===== config.mk =====
export PLATFORM = sky130hd
export DESIGN_NAME = camera_frame_reader
export DESIGN_NICKNAME = d
export VERILOG_FILES = /design/src/rtl/camera_frame_reader_pkg.sv /design/src/rtl/pixel_skid_fifo.sv /design/src/rtl/camera_frame_reader.sv
export SDC_FILE = /design/constraint.sdc
export NUM_CORES = 1
export LEC_CHECK = 0
export CORE_UTILIZATION = 59
export CTS_CLUSTER_DIAMETER = 150
export DETAILED_ROUTE_END_ITERATION = 8
export HOLD_SLACK_MARGIN = 0.08
export PLACE_DENSITY = 0.86
export SYNTH_ARGS = -nofsm -noshare
export SYNTH_HDL_FRONTEND = slang
export SYNTH_SLANG_ARGS = --single-unit

===== constraint.sdc =====
create_clock -name clk -period 7.1 [get_ports clk]
set_input_delay 1.065 -clock clk [delete_from_list [all_inputs] [get_ports clk]]
set_output_delay 1.065 -clock clk [all_outputs]
set_load 0.02 [all_outputs]

===== src/rtl/camera_frame_reader_pkg.sv =====
// Shared definitions for the camera frame reader.
// Frame geometry defaults, packed-word field positions, the read FSM state
// encoding, the FIFO entry layout and a word-unpacking helper.
package camera_frame_reader_pkg;

    localparam int unsigned DefaultFrameWidth  = 320;
    localparam int unsigned DefaultFrameHeight = 240;
    localparam int unsigned DefaultFramePixels = DefaultFrameWidth * DefaultFrameHeight;
    localparam int unsigned DefaultFifoDepth   = 4;
    localparam int unsigned AddrWidth          = 20;

    // Capture path stores {blue, 8'h00, green, red} per pixel.
    localparam int unsigned RedLsb   = 0;
    localparam int unsigned GreenLsb = 8;
    localparam int unsigned BlueLsb  = 24;

    typedef enum logic [1:0] {
        StIdle     = 2'd0,
        StIssue    = 2'd1,
        StWaitData = 2'd2,
        StDone     = 2'd3
    } rd_state_e;

    typedef struct packed {
        logic       sof;
        logic       eol;
        logic [7:0] red;
        logic [7:0] green;
        logic [7:0] blue;
    } pixel_entry_t;

    function automatic pixel_entry_t unpack_word(input logic [31:0] word,
                                                 input logic        sof,
                                                 input logic        eol);
        pixel_entry_t e;
        e.sof   = sof;
        e.eol   = eol;
        e.red   = word[RedLsb   +: 8];
        e.green = word[GreenLsb +: 8];
        e.blue  = word[BlueLsb  +: 8];
        return e;
    endfunction

endpackage


===== src/rtl/pixel_skid_fifo.sv =====
// Small synchronous FIFO buffering unpacked pixels (data + sof/eol tags).
// Ports:
//   clk, reset    clock and synchronous active-high reset
//   clear_i       synchronous flush (takes priority over push/pop)
//   push_i/wdata_i  write strobe and entry; ignored when full
//   pop_i/rdata_o   read strobe and head entry; pop ignored when empty
//   level_o, full_o, empty_o  occupancy status
module pixel_skid_fifo #(
    parameter int unsigned Width = 26,
    parameter int unsigned Depth = 4
) (
    input  logic                         clk,
    input  logic                         reset,
    input  logic                         clear_i,
    input  logic                         push_i,
    input  logic [Width-1:0]             wdata_i,
    input  logic                         pop_i,
    output logic [Width-1:0]             rdata_o,
    output logic [$clog2(Depth+1)-1:0]   level_o,
    output logic                         full_o,
    output logic                         empty_o
);

    localparam int unsigned AW = (Depth > 1) ? $clog2(Depth) : 1;
    localparam int unsigned LW = $clog2(Depth + 1);

    logic [Width-1:0] mem_q [Depth];
    logic [AW-1:0]    wr_ptr_q, rd_ptr_q;
    logic [LW-1:0]    level_q;
    logic             do_push, do_pop;

    assign full_o  = (level_q == LW'(Depth));
    assign empty_o = (level_q == '0);
    assign do_push = push_i & ~full_o;
    assign do_pop  = pop_i & ~empty_o;
    assign level_o = level_q;
    assign rdata_o = mem_q[rd_ptr_q];

    // Pointers wrap naturally because Depth is a power of two.
    always_ff @(posedge clk) begin
        if (reset || clear_i) begin
            wr_ptr_q <= '0;
            rd_ptr_q <= '0;
            level_q  <= '0;
        end else begin
            if (do_push) wr_ptr_q <= wr_ptr_q + AW'(1);
            if (do_pop)  rd_ptr_q <= rd_ptr_q + AW'(1);
            if (do_push && !do_pop)      level_q <= level_q + LW'(1);
            else if (do_pop && !do_push) level_q <= level_q - LW'(1);
        end
    end

    always_ff @(posedge clk) begin
        if (do_push) mem_q[wr_ptr_q] <= wdata_i;
    end

endmodule


===== src/rtl/camera_frame_reader.sv =====
// Reads one stored frame from DDR in raster order (one word per pixel at
// offset + index), unpacks RGB and streams it with sof/eol tags through a
// small FIFO under valid/ready backpressure.
// Ports:
//   clk, reset                 clock, synchronous active-high reset
//   read_enable, read_offset   rising edge starts a read at read_offset; low aborts
//   read_done                  all pixels fetched and drained; held until enable low
//   ddr_addr, ddr_rden, pause  read request interface (no request while pause)
//   data_read, data_read_valid returned word and its strobe
//   pixel_*                    output stream (valid/ready, RGB, sof, eol)
//   fifo_level                 debug FIFO occupancy
module camera_frame_reader #(
    parameter int unsigned FRAME_WIDTH  = camera_frame_reader_pkg::DefaultFrameWidth,
    parameter int unsigned FRAME_HEIGHT = camera_frame_reader_pkg::DefaultFrameHeight,
    parameter int unsigned FIFO_DEPTH   = camera_frame_reader_pkg::DefaultFifoDepth
) (
    input  logic        clk,
    input  logic        reset,
    input  logic        read_enable,
    input  logic [19:0] read_offset,
    output logic        read_done,
    output logic [19:0] ddr_addr,
    output logic        ddr_rden,
    input  logic        pause,
    input  logic [31:0] data_read,
    input  logic        data_read_valid,
    output logic        pixel_valid,
    input  logic        pixel_ready,
    output logic [7:0]  pixel_red,
    output logic [7:0]  pixel_green,
    output logic [7:0]  pixel_blue,
    output logic        pixel_sof,
    output logic        pixel_eol,
    output logic [2:0]  fifo_level
);
    import camera_frame_reader_pkg::*;

    localparam int unsigned FramePixels = FRAME_WIDTH * FRAME_HEIGHT;
    localparam int unsigned IdxW        = $clog2(FramePixels + 1);
    localparam int unsigned ColW        = (FRAME_WIDTH > 1) ? $clog2(FRAME_WIDTH) : 1;
    localparam int unsigned LvlW        = $clog2(FIFO_DEPTH + 1);

    rd_state_e        state_q, state_d;
    logic             en_q;
    logic [19:0]      offset_q, offset_d;
    logic [IdxW-1:0]  idx_q, idx_d;
    logic [ColW-1:0]  col_q, col_d;

    logic             start;
    logic             push, pop, fifo_full, fifo_empty;
    logic [LvlW-1:0]  level;
    pixel_entry_t     wentry, rentry;

    assign start = read_enable & ~en_q;

    // en_q resets high so a level already high at reset release is not an edge.
    always_ff @(posedge clk) begin
        if (reset) begin
            state_q  <= StIdle;
            en_q     <= 1'b1;
            offset_q <= '0;
            idx_q    <= '0;
            col_q    <= '0;
        end else begin
            state_q  <= state_d;
            en_q     <= read_enable;
            offset_q <= offset_d;
            idx_q    <= idx_d;
            col_q    <= col_d;
        end
    end

    always_comb begin
        state_d   = state_q;
        offset_d  = offset_q;
        idx_d     = idx_q;
        col_d     = col_q;
        ddr_rden  = 1'b0;
        push      = 1'b0;
        read_done = 1'b0;
        if (!read_enable) begin
            // Abort: also drops any late data_read_valid and flushes the FIFO.
            state_d = StIdle;
        end else begin
            case (state_q)
                StIdle: begin
                    if (start) begin
                        offset_d = read_offset;
                        idx_d    = '0;
                        col_d    = '0;
                        state_d  = StIssue;
                    end
                end
                StIssue: begin
                    // With one request outstanding, a free slot now guarantees room later.
                    if (!pause && !fifo_full) begin
                        ddr_rden = 1'b1;
                        state_d  = StWaitData;
                    end
                end
                StWaitData: begin
                    if (data_read_valid) begin
                        push    = 1'b1;
                        idx_d   = idx_q + IdxW'(1);
                        col_d   = (col_q == ColW'(FRAME_WIDTH - 1)) ? '0 : col_q + ColW'(1);
                        state_d = (idx_q == IdxW'(FramePixels - 1)) ? StDone : StIssue;
                    end
                end
                StDone: begin
                    read_done = fifo_empty;
                end
                default: state_d = StIdle;
            endcase
        end
    end

    assign ddr_addr = offset_q + 20'(idx_q);
    assign wentry   = unpack_word(data_read, (idx_q == '0),
                                  (col_q == ColW'(FRAME_WIDTH - 1)));

    assign pixel_valid = ~fifo_empty;
    assign pop         = pixel_valid & pixel_ready;

    pixel_skid_fifo #(
        .Width ($bits(pixel_entry_t)),
        .Depth (FIFO_DEPTH)
    ) u_fifo (
        .clk     (clk),
        .reset   (reset),
        .clear_i (~read_enable),
        .push_i  (push),
        .wdata_i (wentry),
        .pop_i   (pop),
        .rdata_o (rentry),
        .level_o (level),
        .full_o  (fifo_full),
        .empty_o (fifo_empty)
    );

    // Data is forced to zero when nothing is valid so idle outputs read as 0.
    assign pixel_red   = pixel_valid ? rentry.red   : '0;
    assign pixel_green = pixel_valid ? rentry.green : '0;
    assign pixel_blue  = pixel_valid ? rentry.blue  : '0;
    assign pixel_sof   = pixel_valid & rentry.sof;
    assign pixel_eol   = pixel_valid & rentry.eol;
    assign fifo_level  = 3'(level);

endmodule


# Word level (Yosys, flattened, before mapping)
# Memories as Yosys holds them, arrays and structs flattened. A register that Yosys moved wholly into a read port is not among the register bits.
# Index checks and enable logic that the tools add are counted.
# classes
addsub	7
multipliers	0
div	0
magnitude_cmp	0
eq_ne	9
shift	0
muxes	29
bitwise_logic	10
reduce_logical	18
# op_table
operator	n
two-way mux 17 bit	2
case mux 17 bit (2 select lines)	1
two-way mux 9 bit	3
two-way mux 8 bit	3
adder 20 x 17 -> 20 bit	1
case mux 9 bit (2 select lines)	1
adder 17 x 1 -> 17 bit, second input constant	1
equality test 17 bit, second input constant	1
zero test 17 bit	1
two-way mux 2 bit	6
two-way mux 1 bit	10
adder 9 x 1 -> 9 bit, second input constant	1
equality test 9 bit, second input constant	1
AND reduction 4 bit	2
AND 1 bit	6
two-way mux 3 bit	2
!= test 2 bit, second input constant	3
case mux 2 bit (3 select lines)	1
adder 2 x 1 -> 2 bit, second input constant	2
equality test 2 bit, second input constant	2
zero test 1 bit	4
inverter 1 bit	4
nonzero test 2 bit	2
adder 3 x 1 -> 3 bit, second input constant	1
other kinds (10)	12
# word_totals
reg_bits	56
latchBits	0
ramBits	104
romBits	0
in_bits	58
out_inout_bits	52
wordCells	82
mem_count	1
# memory_table
memory	depth	word_bits	read_ports	rd_clocked_by_memory_dff	wr	line	source
u_fifo.mem_q	4	26	1	1	1	pixel_skid_fifo.sv:27	logic [Width-1:0] mem_q [Depth];

# Depth between registers and ports, before layout
# Gate-level depths: netlist (run 1).
# logic_depth
ltp_word	8
mapped_depth	11
depth_no_buf	10

# Hierarchy
# From an unflattened synthesis (run 1), not the netlist that was laid out.
# hier_totals
hier_cells	594
hier_area_um2	7438.4
# modules_own_cells
mod	n_inst	cells_per_inst	area_each_um2	seq_area_each_um2
pixel_skid_fifo	1	186	4230.3	3303.2
camera_frame_reader	1	408	3208.1	980.9

# Worst setup path after synthesis (run 1)
# Ideal clock, no wire load.
# synth_path
kind	flip-flop to output port
start	register idx_q[0]
end	output port ddr_addr[14]
arrival_ns	2.210
t_required_ns	6.035
setup_slack_ns	3.825
stages_incl_launch_ff	8
n_path_buf	0
path_cell_list	dfxtp_1 ha_1 fa_1 a21o_1 a221oi_2 a2bb2oi_2 a31oi_1 xor2_1
# synth_between
elab_chain_len	1
# synth_lines
item	line	source
start: declaration	camera_frame_reader.sv:46	logic [IdxW-1:0] idx_q, idx_d;
start signal: assignment	camera_frame_reader.sv:68	idx_q <= idx_d;
adder 20 x 17 -> 20 bit	camera_frame_reader.sv:117	assign ddr_addr = offset_q + 20'(idx_q);
end: declaration	camera_frame_reader.sv:22	output logic [19:0] ddr_addr,
# No other way between the ends.

# Worst setup path in the final report (run 1)
# Same ends and word-level chain as after synthesis.

==> metrics.md, run 1 <==
| Metric | Value |
|---|---|
| Outcome | complete, no violations |
| Period Utilization, post-route | 62.5% |
| Layout cells sized above 1 | 10.9% |
| CTS buffer count | 17 |
| Area of the multi-input gates | 3050 sq um |
| TritonCTS clock tree | built |
| Setup CP Type | reg -> out |
| Die area | 13100 sq um |
| Post-synth ARST share | 0% |
| Routed WL | 16700 microns |
| CTS Sinks | 162 |
| Crit path capture type | primary output |
| Via count | 5172 |
| R2R Setup Slk | 3.90 ns |
| Hold Buf Count CTS | 0 |
| Final-report max-slew violation count | 0 |
| Slew Limit Headroom | 27.1% |
| Fin crit period | 4.44 ns |
| Final nets | 791 |
| Syn avg cell area | 12.5 sq um |
| Register Area | 4290 sq um |
| Pin count of the biggest net entering global routing | 31 |
| Core region area | 12200 sq um |
| Setup violators final | 0 |
| Req. time, crit path | 6.03 ns |
| Chip height | 115 microns |
| Ys flop type | edfxtp_1 |
| Worst skew pair latency | 0.42 ns |
| Core Rows | 40 |
| Initial antenna violation count | 0 |
| Final antenna-violating net count | 0 |
| Final Instance Area | 9310 sq um |
| Critical Path Fanout Max | 5 |
| Yosys warnings | 0 |
| # IOs | 110 |
| Post-synth top area share | 41.7% |
| Top post-synthesis cells by area | edfxtp_1 42%, dfxtp_1 16%, mux4_2 7.8% |
| Setup Skew | 0.00617 ns |
| DR DRC count | 0 |
| Placer congestion estimate | 0.893 |
| Root buffer cell | clkbuf_16 |
| P&R area growth vs syn | 24.4% |
| Clock transition at the registers of the reported paths | 0.06 ns |
| Port bufs | 101 |
| Cell Area, Placed | 8650 sq um |
| Crit start category | flip-flop |
| Fillers | 769 |
| HPWL Detailed | 10500 microns |
| Initial Utilization | 61.3% |
| Leak Pwr | 3.31 nW |
| CP arrival | 3.37 ns |
| Sum Neg Setup Slack | 0 ns |
| Non-filler cells in the finished layout | 882 |
| Number of synthesized flops with an enable pin | 104 |
| DR pass1 iterations | 4 |
| Final hold violations | 0 |
| Yosys reg bits | 162 |
| Peak supply drop | 132 uV |
| N_diodes | 0 |
| Max H-tree Level | 4 |
| Avg Vias per Cell | 5.86 |
| Setup bufs post-CTS | 0 |
| Sequential area share after synthesis | 57.2% |
| Die X | 115 microns |
| Tightest Hold Check Type | reg -> reg |
| Tightest Pin Transition | 1.09 ns |
| RSZ-0062 raised after global routing | false |
| Placed Cells | 850 |
| Peak Freq | 225 MHz |
| Vias in the first global route | 5251 |
| # Max-Cap Violations | 0 |
| Global-route wire length before repair | 26900 microns |
| Post-Synthesis Cells | 598 |
| Pwr Density | 226 nW/um^2 |
| Power Total | 2.10 mW |
| Iter 0 DRT Violations | 379 |
| Maximum root-to-sink buffer count | 2 |
| GRT Util Overall | 27.6% |
| Synth Net Count | 688 |
| Post_cts resized | 0 |
| Syn Std Cell Area | 7480 sq um |
| Routed wire per std cell | 19.0 microns |
| Aggregate global routing overflow | 0 |
| Post-synth top area cell | edfxtp_1 |
| Cell variety after synth | 58 |
layout make-up:
cell class,instances,share of cell area [%]
sequential,162,46.0
inverter,13,0.524
multi-input combinational,400,32.8
timing repair buffer,107,11.3
clock buffer,18,4.61
clock inverter,14,2.45
tap,168,2.26
layer usage:
metal / track usage [%] / share of wire [%] / up-vias
met5: 0 / 0 / -
met4: 13.2 / 2.2 / 0
met3: 6.09 / 5.4 / 31
met2: 49.3 / 53 / 188
met1: 31.4 / 39 / 2538
li1: - / - / 2415
flip-flops by register name (all words and copies together) (netlist names), named ones only:
name	flops
u_fifo.wr_ptr_q	2
state_q	2
u_fifo.level_o	3
en_q	1
col_q	9
offset_q	20
u_fifo.rd_ptr_q	2
u_fifo.mem_q	104
idx_q	17
cells by family (layout without fill, tap and decap cells):
kind of cell | count (synthesis) | count (layout) | synth area share (%)
multiplexers | 29 | 29 | 8.23
buffers and inverters | 36 | 152 | 1.94
XOR/XNOR | 41 | 41 | 4.80
flip-flops | 162 | 162 | 57.2
AO/OA/AOI/OAI | 92 | 92 | 7.99
adder cells (fa/ha/maj) | 32 | 32 | 5.55
AND/OR/NAND/NOR | 206 | 206 | 14.2
cell usage after synthesis, types with 3 or more instances:
cell        n
a221oi_1    3
mux4_2     26
edfxtp_1  104
a21oi_1    40
clkbuf_1   17
nand2_1    65
o22ai_1     3
inv_1      13
nand3_1     9
and2_1     32
nand4_1     7
nor2_1     41
nor3_1     11
or3_1       5
buf_2       5
ha_1       30
xor2_1     18
xnor2_1    23
nor4_1      5
dfxtp_1    58
nand2b_1    5
mux2i_1     3
o21a_1      5
o21ai_0     9
nand4b_1    3
and4_1      4
a21o_1      7
and3_1      8
path summary, 6_finish.rpt:
check          startpoint                end  cells after the start
min          offset_q[14]       offset_q[14]                      2
max              idx_q[0]       ddr_addr[14]                      8
min reg2reg  offset_q[14]       offset_q[14]                      2
max reg2reg    state_q[0]  u_fifo.level_o[2]                     10
metrics by stage:
step	setup WS [ns]	hold WS, ns	utilization [%]
2_1_floorplan	3.82	0.441	-
3_3_place_gp	3.17	0.451	70.9
3_5_place_dp	3.17	0.456	70.9
4_1_cts	2.66	0.465	76.3
5_1_grt	2.49	0.476	76.3
6_report	2.66	0.462	76.3
worst max-delay path, cell delays in order (launching register included):
cell,delay [ns]
dfxtp_1,0.34
ha_1,0.23
fa_1,0.42
a21o_1,0.21
a221oi_2,0.45
a2bb2oi_2,0.31
a31oi_1,0.15
xor2_1,0.20
clkdlybuf4s50_1,0.64
cell usage in the layout (no fill, tap or decap), types with 3 or more instances in the layout:
cell             Yosys  routed
nand3_1              9       9
clkdlybuf4s50_1      0     101
nor4_1               5       5
and4_1               4       4
mux4_2              26      26
bufinv_16            0       5
clkinv_4             0       3
nand2b_1             5       5
a21oi_1             40      40
buf_4                1       6
and3_1               8       8
a221oi_1             3       3
xnor2_1             23      23
a21o_1               7       7
ha_1                30      30
or3_1                5       5
nand4_1              7       7
nor2_1              41      41
o21a_1               5       5
mux2i_1              3       3
o22ai_1              3       3
o21ai_0              9       9
nand4b_1             3       3
nor3_1              11      11
and2_1              32      32
inv_1               13      13
nand2_1             65      65
xor2_1              18      18
clkbuf_16            0      17
dfxtp_1             58      57
edfxtp_1           104     104
where the power goes:
part	total, mW	internal (mW)	switching [mW]	leakage (nW)
combinational	0.0825	0.0415	0.0410	1.59
sequential	1.01	1.00	0.00371	1.40
clock	1.01	0.631	0.379	0.317
(Power assumes the default switching activity.)
==> run 2, diff against run 1 <==
--- a/config.mk
+++ b/config.mk
@@ -5,11 +5,11 @@
 export SDC_FILE = /design/constraint.sdc
 export NUM_CORES = 1
 export LEC_CHECK = 0
-export CORE_UTILIZATION = 59
+export CORE_UTILIZATION = 49
 export CTS_CLUSTER_DIAMETER = 150
 export DETAILED_ROUTE_END_ITERATION = 8
 export HOLD_SLACK_MARGIN = 0.08
-export PLACE_DENSITY = 0.86
+export PLACE_DENSITY = 0.76
 export SYNTH_ARGS = -nofsm -noshare
 export SYNTH_HDL_FRONTEND = slang
 export SYNTH_SLANG_ARGS = --single-unit
==> constraint.sdc (replaced) <==
create_clock -name clk -period 3.6 [get_ports clk]
set_input_delay 0.54 -clock clk [delete_from_list [all_inputs] [get_ports clk]]
set_output_delay 0.54 -clock clk [all_outputs]
set_load 0.02 [all_outputs]
==> metrics.md, run 2 (synthesized netlist as in run 1, its figures left out) <==
| Metric | Value |
|---|---|
| Max incr delay on CP | 0.62 ns |
| Crit start category | flip-flop |
| CTS buffer count | 17 |
| R2R depth | 8 |
| GRT Util Overall | 20.8% |
| Setup CP Type | reg -> out |
| Die area | 15800 sq um |
| Root buffer cell | clkbuf_16 |
| RSZ-0062 raised after global routing | false |
| Tightest Pin Transition | 0.920 ns |
| Final Util | 63.8% |
| Critical Path Fanout Max | 6 |
| Clock transition at the registers of the reported paths | 0.06 ns |
| Avg Vias per Cell | 5.57 |
| Hold Buf Count CTS | 0 |
| Leak Pwr | 3.39 nW |
| P&R area growth vs syn | 25.3% |
| Tightest Hold Check Type | reg -> reg |
| Gate power share | 4.0% |
| HPWL Detailed | 10300 microns |
| Final hold slack | 0.459 ns |
| Reg with most FFs | u_fifo.mem_q |
| Aggregate global routing overflow | 0 |
| Power share of the clock group | 47.1% |
| Violated checks | DRC |
| Critical Path, Cell by Cell | ha_1 -> o211ai_1 -> o211a_1 -> o31a_1 -> o22ai_1 -> xor2_1 -> clkdlybuf4s50_1 |
| Sequential share of power | 48.9% |
| # Max-Cap Violations | 0 |
| Most common cell after layout, fill and taps aside | edfxtp_1 |
| Core region area | 14700 sq um |
| Period Utilization, post-route | 95.2% |
| Initial antenna violation count | 0 |
| Final nets | 795 |
| Pwr Density | 433 nW/um^2 |
| Most frequent cells in the layout | 104 x edfxtp_1, 93 x clkdlybuf4s50_1, 65 x nand2_1 |
| Hold Crit Depth | 2 |
| Sw Pwr | 0.829 mW |
| TritonCTS clock tree | built |
| Core Rows | 44 |
| Peak supply drop | 335 uV |
| Port bufs | 101 |
| Iter 0 DRT Violations | 278 |
| Maximum root-to-sink buffer count | 2 |
| Global-route wire length before repair | 25300 microns |
| Setup bufs post-CTS | 0 |
| Sum Neg Setup Slack | 0 ns |
| Fin crit period | 3.43 ns |
| CP max stage cell | clkdlybuf4s50_1 |
| CP arrival | 2.89 ns |
| Placer congestion estimate | 0.840 |
| Via count | 5023 |
| Internal power | 3.23 mW |
| Vias in the first global route | 5109 |
| # IOs | 110 |
| Outcome | finished with violations |
| CTS Sinks | 162 |
| Req. time, crit path | 3.06 ns |
| Initial Utilization | 50.9% |
| Crit path capture type | primary output |
| DR DRC count | 8 |
| Layout cells sized above 1 | 11.8% |
| Worst skew pair latency | 0.42 ns |
| Routed wire per std cell | 17.1 microns |
| Sw Ratio | 20.4% |
| Chip height | 126 microns |
| Setup violators final | 0 |
| Largest regs | u_fifo.mem_q (104), offset_q (20), idx_q (17) |
| Final antenna-violating net count | 0 |
| Largest register FFs | 104 |
| Die X | 126 microns |
| Final hold violations | 0 |
| N_diodes | 0 |
| Pin count of the biggest net entering global routing | 31 |
| Max H-tree Level | 4 |
| Slew Limit Headroom | 38.7% |
| Peak Freq | 292 MHz |
| Routed WL | 15500 microns |
| DR pass1 iterations | 8 |
| Setup Skew | 0.0120 ns |
| Final-report max-slew violation count | 0 |
==> run 2: changes by cell type in the layout (fill, tap and decap cells not counted), sizes merged <==
cell and delta:
buf +4, bufinv -1, clkdlybuf4s15 +1, clkdlybuf4s50 -8, clkinv -1, clkinvlp +1
dlygate4sd2 +4, dlymetal6s2s +3, inv +1
==> run 2: critical path, delay by kind of cell, from the launching register on <==
kind / cells / cell delay (ns)
fa+ha+maj: 1 / 0.40
xor+xnor: 1 / 0.15
compound gates: 4 / 0.92
buf+inv: 1 / 0.62
flops: 1 / 0.37
==> run 2: layer usage <==
metal / GRT usage [%] / vias to the layer above / routed length, microns
met1: 24.7 / 2449 / 6490
met4: 6.60 / 0 / 147
met2: 37.1 / 139 / 8100
li1: - / 2420 / -
met5: 0 / - / 0
met3: 5.26 / 15 / 713
==> run 2: worst paths after layout <==
| path | slack [ns] | start | endpoint |
|---|---|---|---|
| worst max register to register | 0.85 | u_fifo.level_o[2] | u_fifo.level_o[2] |
| worst min-delay path | 0.46 | offset_q[11] | offset_q[11] |
| worst min register to register | 0.46 | offset_q[11] | offset_q[11] |
| worst max-delay path | 0.17 | idx_q[4] | ddr_addr[19] |
==> run 2: timing repair <==
item | 4_1_cts | 5_1_grt
endpoints found under the setup margin | 5 | 8
gates resized for setup | 5 | 7
pin swaps | 0 | 0
==> run 2: final cells by class <==
cell class	count	area, sq um
Timing Repair Buffer	111	1110
Multi-Input combinational cell	400	3070
Sequential cell	162	4290
Tap cell	184	230
Fill cell	1106	5320
Clock buffer	18	429
Inverter	13	48.8
Clock inverter	14	201
==> run 2: through the flow <==
stage               cell area [sq um]  setup WS, ns  total power [mW]  instances
floorplan                        7480         0.850              2.09        598
global placement                 8730         0.299              2.18        870
detailed placement               8730         0.308              2.19        870
CTS                              9350        0.0425              4.10        902
global route                     9380       0.00709              4.20        902
finish                           9380         0.172              4.06        902
==> run 2: power by group through the flow <==
| stage | Sequential (mW) | Clock [mW] | Combinational (mW) |
|---|---|---|---|
| after floorplan | 2.03 | 0 | 0.0674 |
| after global placement | 2.03 | 0 | 0.156 |
| after detailed placement | 2.03 | 0 | 0.161 |
| after CTS | 1.99 | 1.95 | 0.161 |
| after global routing | 1.99 | 2.04 | 0.175 |
| final | 1.99 | 1.92 | 0.161 |
==> run 3, diff against run 2 <==
--- a/config.mk
+++ b/config.mk
@@ -5,11 +5,11 @@
 export SDC_FILE = /design/constraint.sdc
 export NUM_CORES = 1
 export LEC_CHECK = 0
-export CORE_UTILIZATION = 49
+export CORE_UTILIZATION = 54
 export CTS_CLUSTER_DIAMETER = 150
 export DETAILED_ROUTE_END_ITERATION = 8
 export HOLD_SLACK_MARGIN = 0.08
-export PLACE_DENSITY = 0.76
+export PLACE_DENSITY = 0.79
 export SYNTH_ARGS = -nofsm -noshare
 export SYNTH_HDL_FRONTEND = slang
 export SYNTH_SLANG_ARGS = --single-unit
==> constraint.sdc (replaced) <==
create_clock -name clk -period 3.7 [get_ports clk]
set_input_delay 0.555 -clock clk [delete_from_list [all_inputs] [get_ports clk]]
set_output_delay 0.555 -clock clk [all_outputs]
set_load 0.02 [all_outputs]
==> metrics.md, run 3 (synthesized netlist as in run 1, its figures left out) <==
| Metric | Value |
|---|---|
| Outcome | complete, no violations |
| Most frequent cells in the layout | 104 x edfxtp_1, 95 x clkdlybuf4s50_1, 65 x nand2_1 |
| Worst Setup Slack, final | 0.146 ns |
| Setup Skew | 0.00755 ns |
| DR pass1 iterations | 8 |
| Core Rows | 42 |
| Leak Pwr | 3.36 nW |
| Worst skew pair latency | 0.43 ns |
| # IOs | 110 |
| Most common cell after layout, fill and taps aside | edfxtp_1 |
| Peak Freq | 281 MHz |
| Clock transition at the registers of the reported paths | 0.06 ns |
| Req. time, crit path | 3.14 ns |
| Port bufs | 101 |
| DR DRC count | 0 |
| Global-route wire length before repair | 26400 microns |
| Initial antenna violation count | 0 |
| CTS buffer count | 17 |
| Worst setup startpoint | idx_q[1] |
| Maximum root-to-sink buffer count | 2 |
| Iter 0 DRT Violations | 243 |
| Layout cells sized above 1 | 12.1% |
| Critical Path Fanout Max | 6 |
| Pin count of the biggest net entering global routing | 31 |
| Hold EP | offset_q[9] |
| Final antenna-violating net count | 0 |
| HPWL Detailed | 10700 microns |
| N_diodes | 0 |
| Hold Crit Depth | 2 |
| CP arrival | 3.00 ns |
| RSZ-0062 raised after global routing | true |
| Die X | 120 microns |
| GRT Util Overall | 24.0% |
| Non-filler cells in the finished layout | 897 |
| Largest regs | u_fifo.mem_q (104), offset_q (20), idx_q (17) |
| TritonCTS clock tree | built |
| Fin crit period | 3.55 ns |
| Peak supply drop | 279 uV |
| Max H-tree Level | 4 |
| Reg with most FFs | u_fifo.mem_q |
| Crit Reg-Reg Startpoint | u_fifo.level_o[2] |
| Chip height | 120 microns |
| Initial Utilization | 55.8% |
| R2R depth | 8 |
| Avg Vias per Cell | 5.68 |
| Setup CP Type | reg -> out |
| Tightest Hold Check Type | reg -> reg |
| Routed wire per std cell | 17.8 microns |
| Pwr Density | 420 nW/um^2 |
| Aggregate global routing overflow | 0 |
| CTS Sinks | 162 |
| Via count | 5098 |
| Power Total | 3.92 mW |
| Final Util | 69.6% |
| Worst r2r dst | u_fifo.level_o[2] |
| P&R area growth vs syn | 24.7% |
| Placed Cells | 865 |
| Core region area | 13400 sq um |
| Die area | 14300 sq um |
| Routed WL | 16000 microns |
| Final nets | 798 |
| Hold Buf Count CTS | 0 |
| Root buffer cell | clkbuf_16 |
| Slew Limit Headroom | 32.0% |
| Crit path capture type | primary output |
| Placer congestion estimate | 0.896 |
| R2R Setup Slk | 0.94 ns |
| Largest register FFs | 104 |
| Crit start category | flip-flop |
| Vias in the first global route | 5339 |
| # Max-Cap Violations | 0 |
| Period Utilization, post-route | 96.1% |
| Tightest Pin Transition | 1.01 ns |
| Setup violators final | 0 |
| Hold Startpoint | offset_q[9] |
| Final hold violations | 0 |
| Final-report max-slew violation count | 0 |
| Pre-CTS WS | 0.390 ns |
==> run 3: cell count changes in the layout (fill, tap and decap cells not counted), sizes merged, moves of 2 or more <==
| cell | previous run | this run |
|---|---|---|
| clkdlybuf4s50 | 93 | 95 |
| dlymetal6s2s | 3 | 1 |
| buf | 10 | 13 |
| inv | 18 | 20 |
==> run 3: how the worst max path moves through the flow <==
| stage | end | cells past startpoint |
|---|---|---|
| floorplan | ddr_addr[14] | 7 |
| global placement | ddr_addr[14] | 9 |
| detailed placement | ddr_addr[16] | 9 |
| CTS | ddr_addr[8] | 9 |
| global route | ddr_addr[19] | 7 |
| finish | ddr_addr[15] | 7 |
==> run 3: worst max-delay path: stages, from the launching register on <==
cell and delay, ns:
dfxtp_1 0.46, ha_1 0.30, a211oi_1 0.36, o211a_1 0.28, o31a_1 0.26, o21ai_1 0.11
xor2_1 0.17, clkdlybuf4s50_1 0.63
==> run 3: timing repair <==
| action | CTS | global route |
|---|---|---|
| setup buffers | 0 | 0 |
| endpoints found under the setup margin | 5 | 2 |
| resized for setup | 5 | 1 |
==> run 3: report_power, final <==
| part | leakage (nW) | internal, mW | total [mW] | switching, mW |
|---|---|---|---|---|
| logic | 1.66 | 0.0788 | 0.157 | 0.0785 |
| registers | 1.40 | 1.93 | 1.93 | 0.00727 |
| clock network | 0.295 | 1.08 | 1.83 | 0.750 |
==> run 3: area by class of cell <==
class                           count  area, sq um
Timing Repair Buffer              114         1100
Tap cell                          176          220
Multi-Input combinational cell    400         3050
Fill cell                         922         4070
Sequential cell                   162         4290
Inverter                           13         48.8
Clock inverter                     15          193
Clock buffer                       17          425
==> run 3: metrics by stage <==
step	instance area, sq um	hold slack [ns]	TNS, ns
after detailed placement	8720	0.455	0
after CTS	9330	0.464	0
after global routing	9330	0.484	-0.00107
after floorplan	7480	0.441	0
final	9330	0.465	0
after global placement	8720	0.447	0
==> run 3: layer usage <==
layer	vias up	wire [microns]	track usage, %
met4	0	256	9.14
met1	2484	6590	28.1
met5	-	0	0
met3	19	684	4.66
met2	160	8460	43.5
li1	2435	-	-
